### src/rtl/instr_fetch_unit_if.sv
// Fetch-unit bundle: instruction-memory request/response, held instruction to decode,
// and retire/redirect controls from the execute stage.
interface instr_fetch_unit_if #(
  parameter int ADDR_W = 32
);
  logic              imem_req;
  logic [ADDR_W-1:0] imem_addr;
  logic              imem_rvalid;
  logic [31:0]       imem_rdata;
  logic [31:0]       instr;
  logic              instr_valid;
  logic [5:0]        opcode;
  logic [5:0]        funct;
  logic [ADDR_W-1:0] pc;
  logic [ADDR_W-1:0] pc_plus4;
  logic              instr_ready;
  logic              stall;
  logic              pc_src;
  logic              jump;

  modport master (
    output imem_req, imem_addr, instr, instr_valid, opcode, funct, pc, pc_plus4,
    input  imem_rvalid, imem_rdata, instr_ready, stall, pc_src, jump
  );

  modport slave (
    input  imem_req, imem_addr, instr, instr_valid, opcode, funct, pc, pc_plus4,
    output imem_rvalid, imem_rdata, instr_ready, stall, pc_src, jump
  );
endinterface

### src/rtl/instr_fetch_unit.sv
// PC owner and FETCH/WAIT/HOLD fetch sequencer: 3 cycles per instruction with a 1-cycle memory;
// waits indefinitely for imem_rvalid and holds the instruction until retired with stall low.
module instr_fetch_unit #(
  parameter int              ADDR_W   = 32,
  parameter logic [ADDR_W-1:0] RESET_PC = '0
) (
  input  logic               clk,
  input  logic               rst_n,
  instr_fetch_unit_if.master bus
);
  localparam logic [1:0] FETCH = 2'd0;
  localparam logic [1:0] WAIT  = 2'd1;
  localparam logic [1:0] HOLD  = 2'd2;

  logic [1:0]        state;
  logic [ADDR_W-1:0] pc;
  logic [ADDR_W-1:0] pc_plus4;
  logic [ADDR_W-1:0] branch_off;
  logic [ADDR_W-1:0] next_pc;
  logic [31:0]       instr_q;
  logic              retire;

  assign pc_plus4   = pc + ADDR_W'(4);
  assign branch_off = {{(ADDR_W-18){instr_q[15]}}, instr_q[15:0], 2'b00};
  assign retire     = (state == HOLD) && bus.instr_ready && !bus.stall;

  // Jump outranks a taken branch when the control stage raises both.
  always_comb begin
    next_pc = pc_plus4;
    if (bus.jump) begin
      next_pc = {pc_plus4[ADDR_W-1:28], instr_q[25:0], 2'b00};
    end else if (bus.pc_src) begin
      next_pc = pc_plus4 + branch_off;
    end
  end

  always_ff @(posedge clk or negedge rst_n) begin
    if (!rst_n) begin
      state   <= FETCH;
      pc      <= RESET_PC;
      instr_q <= '0;
    end else begin
      case (state)
        FETCH: state <= WAIT;
        WAIT: begin
          if (bus.imem_rvalid) begin
            instr_q <= bus.imem_rdata;
            state   <= HOLD;
          end
        end
        HOLD: begin
          if (retire) begin
            pc    <= next_pc;
            state <= FETCH;
          end
        end
        default: state <= FETCH;
      endcase
    end
  end

  // The request is masked while reset is asserted even though the state already reads FETCH.
  assign bus.imem_req    = (state == FETCH) && rst_n;
  assign bus.imem_addr   = pc;
  assign bus.instr_valid = (state == HOLD);
  assign bus.instr       = instr_q;
  assign bus.opcode      = instr_q[31:26];
  assign bus.funct       = instr_q[5:0];
  assign bus.pc          = pc;
  assign bus.pc_plus4    = pc_plus4;
endmodule

### src/flat_wrapper.sv
// flat-port wrapper written by rule: the top's interface ports become plain ports
module instr_fetch_unit_flat 
#(
  parameter int              ADDR_W   = 32,
  parameter logic [ADDR_W-1:0] RESET_PC = '0
)
  (clk, rst_n, bus_imem_req, bus_imem_addr, bus_instr, bus_instr_valid, bus_opcode, bus_funct, bus_pc, bus_pc_plus4, bus_imem_rvalid, bus_imem_rdata, bus_instr_ready, bus_stall, bus_pc_src, bus_jump);
  instr_fetch_unit_if #(.ADDR_W(ADDR_W)) bus_i ();
  input  logic clk;
  input  logic rst_n;
  output wire logic [$bits(bus_i.imem_req)-1:0] bus_imem_req;
  output wire logic [$bits(bus_i.imem_addr)-1:0] bus_imem_addr;
  output wire logic [$bits(bus_i.instr)-1:0] bus_instr;
  output wire logic [$bits(bus_i.instr_valid)-1:0] bus_instr_valid;
  output wire logic [$bits(bus_i.opcode)-1:0] bus_opcode;
  output wire logic [$bits(bus_i.funct)-1:0] bus_funct;
  output wire logic [$bits(bus_i.pc)-1:0] bus_pc;
  output wire logic [$bits(bus_i.pc_plus4)-1:0] bus_pc_plus4;
  input wire logic [$bits(bus_i.imem_rvalid)-1:0] bus_imem_rvalid;
  input wire logic [$bits(bus_i.imem_rdata)-1:0] bus_imem_rdata;
  input wire logic [$bits(bus_i.instr_ready)-1:0] bus_instr_ready;
  input wire logic [$bits(bus_i.stall)-1:0] bus_stall;
  input wire logic [$bits(bus_i.pc_src)-1:0] bus_pc_src;
  input wire logic [$bits(bus_i.jump)-1:0] bus_jump;
  assign bus_imem_req = bus_i.imem_req;
  assign bus_imem_addr = bus_i.imem_addr;
  assign bus_instr = bus_i.instr;
  assign bus_instr_valid = bus_i.instr_valid;
  assign bus_opcode = bus_i.opcode;
  assign bus_funct = bus_i.funct;
  assign bus_pc = bus_i.pc;
  assign bus_pc_plus4 = bus_i.pc_plus4;
  assign bus_i.imem_rvalid = bus_imem_rvalid;
  assign bus_i.imem_rdata = bus_imem_rdata;
  assign bus_i.instr_ready = bus_instr_ready;
  assign bus_i.stall = bus_stall;
  assign bus_i.pc_src = bus_pc_src;
  assign bus_i.jump = bus_jump;
  instr_fetch_unit #(.ADDR_W(ADDR_W), .RESET_PC(RESET_PC)) u_core (.clk(clk), .rst_n(rst_n), .bus(bus_i));
endmodule
### config.mk
export PLATFORM = sky130hd
export DESIGN_NAME = instr_fetch_unit_flat
export DESIGN_NICKNAME = d
export VERILOG_FILES = /design/src/rtl/instr_fetch_unit_if.sv /design/src/rtl/instr_fetch_unit.sv /design/src/flat_wrapper.sv
export SDC_FILE = /design/constraint.sdc
export NUM_CORES = 1
export LEC_CHECK = 0
export ABC_CLOCK_PERIOD_IN_PS = 5500
export CORE_ASPECT_RATIO = 0.7
export CORE_MARGIN = 2
export CORE_UTILIZATION = 40
export DETAILED_ROUTE_END_ITERATION = 8
export GPL_ROUTABILITY_DRIVEN = 1
export PLACE_DENSITY = 0.71
export SETUP_SLACK_MARGIN = 0.5
export SLEW_MARGIN = 20
export SYNTH_ARGS = -nofsm -noshare
export SYNTH_HDL_FRONTEND = slang
export SYNTH_SLANG_ARGS = --single-unit
### constraint.sdc
create_clock -name clk -period 5.5 [get_ports clk]
set_clock_uncertainty 0.15 [all_clocks]
set_input_delay 0.55 -clock clk [delete_from_list [all_inputs] [get_ports clk]]
set_output_delay 0.55 -clock clk [all_outputs]
set_load 0.02 [all_outputs]
Word level (Yosys, flattened, before mapping). Cells that the tools add are included.

Register bits after elaboration: 66. Bits in latches: 0. Memory bits (writable): 0. Bits in read-only memories: 0. Output and inout bits: 142. Memories kept: 0.

$add $sub $neg: 2. Multiply operators: 0. Divide/modulo/power cells: 0. Magnitude comparators: 0. Eq/ne operators: 4. Shift-type cells: 0. Mux-type cells: 5. Bitwise logic cells: 0. Reductions and logical operators: 8.

Operators by type and width (count): 2-to-1 mux 32 bit (2); adder 32 x 3 -> 32 bit (second input constant) (1); adder 32 bit (1); one-hot mux 2 bit (3 select lines) (1); AND reduction 2 bit (3); 2-to-1 mux 2 bit (2); logical AND 1 bit (3); equality test 2 x 1 -> 1 bit (second input constant) (1); equality test 2 bit (second input constant) (1); zero test 2 bit (1); != test 2 x 1 -> 1 bit (second input constant) (1); != test 2 bit (second input constant) (1); zero test 1 bit (1).

Logic depth before layout (Yosys ltp).
Depth in word-level cells: 5. Gate-level depth with buffers: 18. Mapped depth without buffers: 16.

Worst setup path before layout. No wires, ideal clock.

Path kind: reg2reg. From: register u_core.pc[11] (netlist: u_core.bus.imem_addr[11]). To: register u_core.pc[31] (netlist: u_core.bus.imem_addr[31]). Setup time: 0.081 ns. Arrival time: 4.297 ns. Path slack: 0.972 ns. Stages on the path, launching flop included: 19. Path buffers: 2. Cell sequence: dfrtp_1 > and4_4 > nand4_4 > or4_4 > buf_6 > nor2_1 > nand2_1 > xnor2_1 > ha_1 > clkbuf_1 > nand2_1 > o21ai_0 > or3_1 > nor3_1 > o31ai_1 > xor2_1 > and3_1 > o21ai_1 > xnor2_1.

Cells in the longest elaborated chain, start to end: 4.

Ends and longest elaborated chain: from (decl) (RTL line instr_fetch_unit.sv:16) `logic [ADDR_W-1:0] pc;`; from (signal assigned) (RTL line instr_fetch_unit.sv:53) `pc <= next_pc;`; adder 32 x 3 -> 32 bit (RTL line instr_fetch_unit.sv:23) `assign pc_plus4 = pc + ADDR_W'(4);`; named net bus_pc_plus4[26] (RTL line flat_wrapper.sv:18) `output wire logic [$bits(bus_i.pc_plus4)-1:0] bus_pc_plus4;`; adder 32 bit (RTL line instr_fetch_unit.sv:33) `next_pc = pc_plus4 + branch_off;`; 2-to-1 mux 32 bit (RTL line instr_fetch_unit.sv:32) `end else if (bus.pc_src) begin`; 2-to-1 mux 32 bit (RTL line instr_fetch_unit.sv:30) `if (bus.jump) begin`.

The timed path passes the listed nets, and every way through them passes these cells. A chain may end at the register's enable or synchronous reset.

Worst setup path after layout.
From: register u_core.pc[11] (netlist: u_core.bus.imem_addr[11]). To: register u_core.pc[31] (netlist: u_core.bus.imem_addr[31]).

Cells in the longest elaborated chain, start to end: 4.

Ends and longest elaborated chain (RTL line): adder 32 x 3 -> 32 bit (*) (instr_fetch_unit.sv:23); adder 32 bit (instr_fetch_unit.sv:33); 2-to-1 mux 32 bit (instr_fetch_unit.sv:32); 2-to-1 mux 32 bit (*) (instr_fetch_unit.sv:30).

Mark *: on every way between the ends. The rest lies on a longest branch, timed or not.

==> summary.json <==
{
  "area_of_the_multi_input_gates_um2": 3437,
  "worst-slew-pin-transition_ns": 0.9026,
  "grt_pass1_wl_um": 27080,
  "preCtsSetupSlack_ns": 0.5715,
  "final-max-slew-violation-count": 0,
  "r2r_start": "u_core.bus.imem_addr[11]$_DFFE_PN0P_",
  "top_usage_layer": "met2",
  "fillers": 1162,
  "grt_pass1_vias": 5033,
  "globalRoute.totalOverflow": 0,
  "holdBufCountCts": 0,
  "critPathArrivalTime_ns": 4.73,
  "core_um2": 13360,
  "synth_top_area_share_pct": 28.91,
  "worstSetupEndpointType": "register",
  "mappedNetlistArea_um2": 5540,
  "yosys.area.top_type": "dfrtp_1",
  "yosysSeqAreaShare_pct": 28.91,
  "antenna_found_initial": 0,
  "crit_path_start_kind": "register",
  "cts.htree.levels": 3,
  "clk_pin_slew_worst_paths_ns": 0.06,
  "detail_route.first_pass.iterations": 5,
  "routed_wire_length_per_instance_um": 18.36,
  "grt_max_degree": 46,
  "std_cell_rows": 35,
  "cts-buffers-inserted": 9,
  "postCtsResizedCells": 0,
  "run_status": "complete, no violations",
  "synth_cells": 640,
  "syn_avg_cell_area_um2": 8.657,
  "critical_path.slowest_cell": "or4_4",
  "finalCriticalPeriod_ns": 4.675,
  "buffer_ports.inserted": 174,
  "hold_path.class": "input pin to async pin",
  "initial_utilization_pct": 41.48,
  "tns_ns": 0,
  "synth_edf_count": 0,
  "cts_tree": "built",
  "diodes": 0,
  "synthTopCellsByArea": "dfrtp_1 29%, ha_1 8.1%, mux2_2 6.9%, buf_4 6.5%, xnor2_1 5.4%",
  "ys.flop_type": "dfrtp_1",
  "seq_area_um2": 1602,
  "max_slew_margin_pct": 39.83,
  "number_of_register_bits_inferred_by_synthesis": 64,
  "stdcell_area_um2": 7481,
  "critPathRequiredTime_ns": 5.56,
  "die_outline_area_um2": 14820,
  "io-pin-count": 181,
  "max-cap-violations": 0,
  "worst_slack_ns": 0.8254,
  "detail_route.wirelength_um": 17530,
  "clock_insertion_delay_worst_skew_ns": 0.34,
  "number_of_cell_instances_on_the_worst_register_to_register_path": 15,
  "timing.reg2reg.setup_slack_ns": 0.83,
  "power_density_nw_per_um2": 780.2,
  "layout_worst_path_cycle_share_pct": 84.99,
  "power.ir.vdd_worst_mv": 0.4441,
  "drc": 0,
  "initialDrtViolationCount": 472,
  "globalRouteMet3Util_pct": 7.451,
  "fin_total_pwr_uw": 5837,
  "cts_max_path_buffers": 2,
  "synthToLayoutAreaGrowth_pct": 35.03,
  "power.static_leakage_uw": 0.003135,
  "grt_setup_unrepaired": "false",
  "fin_cells": 955,
  "dieHeight_um": 102.5,
  "placed_cell_count": 939,
  "timing.fmax_mhz": 213.9,
  "nets": 841,
  "critical_path.cell_chain": "and4_4 -> nand4_4 -> or4_4 -> nor3_1 -> xor2_2 -> ha_1 -> a21oi_2 -> o21ai_0 -> or3_1 -> nor3_2 -> o31ai_1 -> xor2_1 -> and3_1 -> o21ai_1 -> xnor2_1",
  "drive_gt1_share_pct": 9.481,
  "clock-root-buffer": "clkbuf_16",
  "routed_via_density": 5.554,
  "critical_path_peak_fanout": 9,
  "yosys_warnings": 0,
  "routabilityCongestion": 0.9282,
  "die_width_um": 144.7,
  "finalSetupViolCount": 0,
  "timing_worst_setup_path_type": "register to register",
  "via_count": 5304,
  "dp_hpwl_um": 13340,
  "cts.repair_timing.setup_buffer_count": 0,
  "regToRegEndpoint": "u_core.bus.imem_addr[31]$_DFFE_PN0P_",
  "met1_usage_pct": 34.55,
  "tritoncts_num_sinks": 64,
  "ant_nets": 0,
  "async_sr_flop_fraction_pct": 100.0,
  "grtUsageMet2_pct": 34.63,
  "cell_area_after_placement_um2": 7114,
  "critical-path-max-stage-delay_ns": 0.64,
  "layout.cells.most_common_list": "173 x clkdlybuf4s50_1, 64 x dfrtp_1, 56 x a21oi_1, 55 x nand2_1, 46 x o21ai_0",
  "globalRouteTotalUtil_pct": 23.75,
  "timing.final.hold_violations": 0,
  "final_common_cell": "clkdlybuf4s50_1",
  "synth_cell_type_count": 69
}
==> layout make-up <==
class / count / area share [%]
Clock buffer: 9 / 3.011
Clock inverter: 7 / 1.673
Inverter: 17 / 0.8530
Multi-Input combinational cell: 491 / 45.94
Sequential cell: 64 / 21.41
Tap cell: 185 / 3.094
Timing Repair Buffer: 182 / 24.02
==> metal layers <==
layer,part of all wire (%),up-vias
met4,1.0,0
met2,41,268
met1,48,2516
met3,9.4,12
met5,0,-
li1,-,2508
==> per-stage QoR <==
step	utilization [%]	hold WS [ns]
after floorplan	-	0.1044
after global placement	53.26	0.2929
after detailed placement	53.26	0.3087
after CTS	55.89	0.1102
after global routing	56.01	0.1395
final	56.01	0.08981
==> registers in the layout (all words and copies together), names as in the netlist <==
| name | cells |
|---|---|
| u_core.state | 2 |
| u_core.bus.instr | 32 |
| u_core.bus.imem_addr | 30 |
==> cells in the mapped netlist (3+ instances only) <==
master,instances
o21ai_0,46
clkbuf_1,20
buf_4,48
and3_1,10
nor4_1,3
o21bai_1,5
nand4_1,12
xnor2_1,34
o22ai_1,5
a21o_1,10
o21a_1,5
buf_2,3
a21oi_1,57
nand2b_1,3
ha_1,36
dfrtp_1,64
and2_1,5
xor2_1,14
o31ai_1,4
nand3_1,16
inv_1,17
nand2_1,55
mux2_2,34
a211oi_1,12
a31oi_1,5
nor2b_1,9
and4_1,3
nor2_1,40
nor3_1,6
mux2i_1,9
==> logic make-up (layout without fill, tap and decap cells) <==
group	count (synthesis)	in the layout	share of synthesized area (%)
and+or+nand+nor	182	182	17.25
AOI/OAI and AO/OA	175	175	19.47
buffers and inverters	90	215	9.688
DFF	64	64	28.91
xor gates and xnor gates	48	48	7.588
muxes	43	43	8.537
adders and majority gates	37	37	8.491
other	1	6	0.06769
==> worst max-delay path by stage <==
stage | depth (start not counted) | startpoint | end | slack (ns)
2_1_floorplan | 18 | u_core.bus.imem_addr[11]$_DFFE_PN0P_ | u_core.bus.imem_addr[31]$_DFFE_PN0P_ | 0.97
4_1_cts | 15 | u_core.bus.imem_addr[11]$_DFFE_PN0P_ | u_core.bus.imem_addr[31]$_DFFE_PN0P_ | 0.56
3_5_place_dp | 15 | u_core.bus.imem_addr[11]$_DFFE_PN0P_ | u_core.bus.imem_addr[31]$_DFFE_PN0P_ | 0.57
5_1_grt | 15 | u_core.bus.imem_addr[11]$_DFFE_PN0P_ | u_core.bus.imem_addr[31]$_DFFE_PN0P_ | 0.55
3_3_place_gp | 15 | u_core.bus.imem_addr[11]$_DFFE_PN0P_ | u_core.bus.imem_addr[31]$_DFFE_PN0P_ | 0.49
6_report | 15 | u_core.bus.imem_addr[11]$_DFFE_PN0P_ | u_core.bus.imem_addr[31]$_DFFE_PN0P_ | 0.83
==> power by group <==
group	internal, uW	switching (uW)	leakage, uW
Sequential	699	354	0.000780
Combinational	1830	2260	0.00218
Clock	448	238	0.000171
Total	2980	2860	0.00314
==> critical path: cells and delay by family (launching register included) <==
family          cells  cell delay (ns)
fa+ha+maj           1             0.42
compound gates      4             0.66
flops               1             0.53
xor+xnor            3             0.68
simple gates        7             2.13
(Power assumes the default switching activity.)
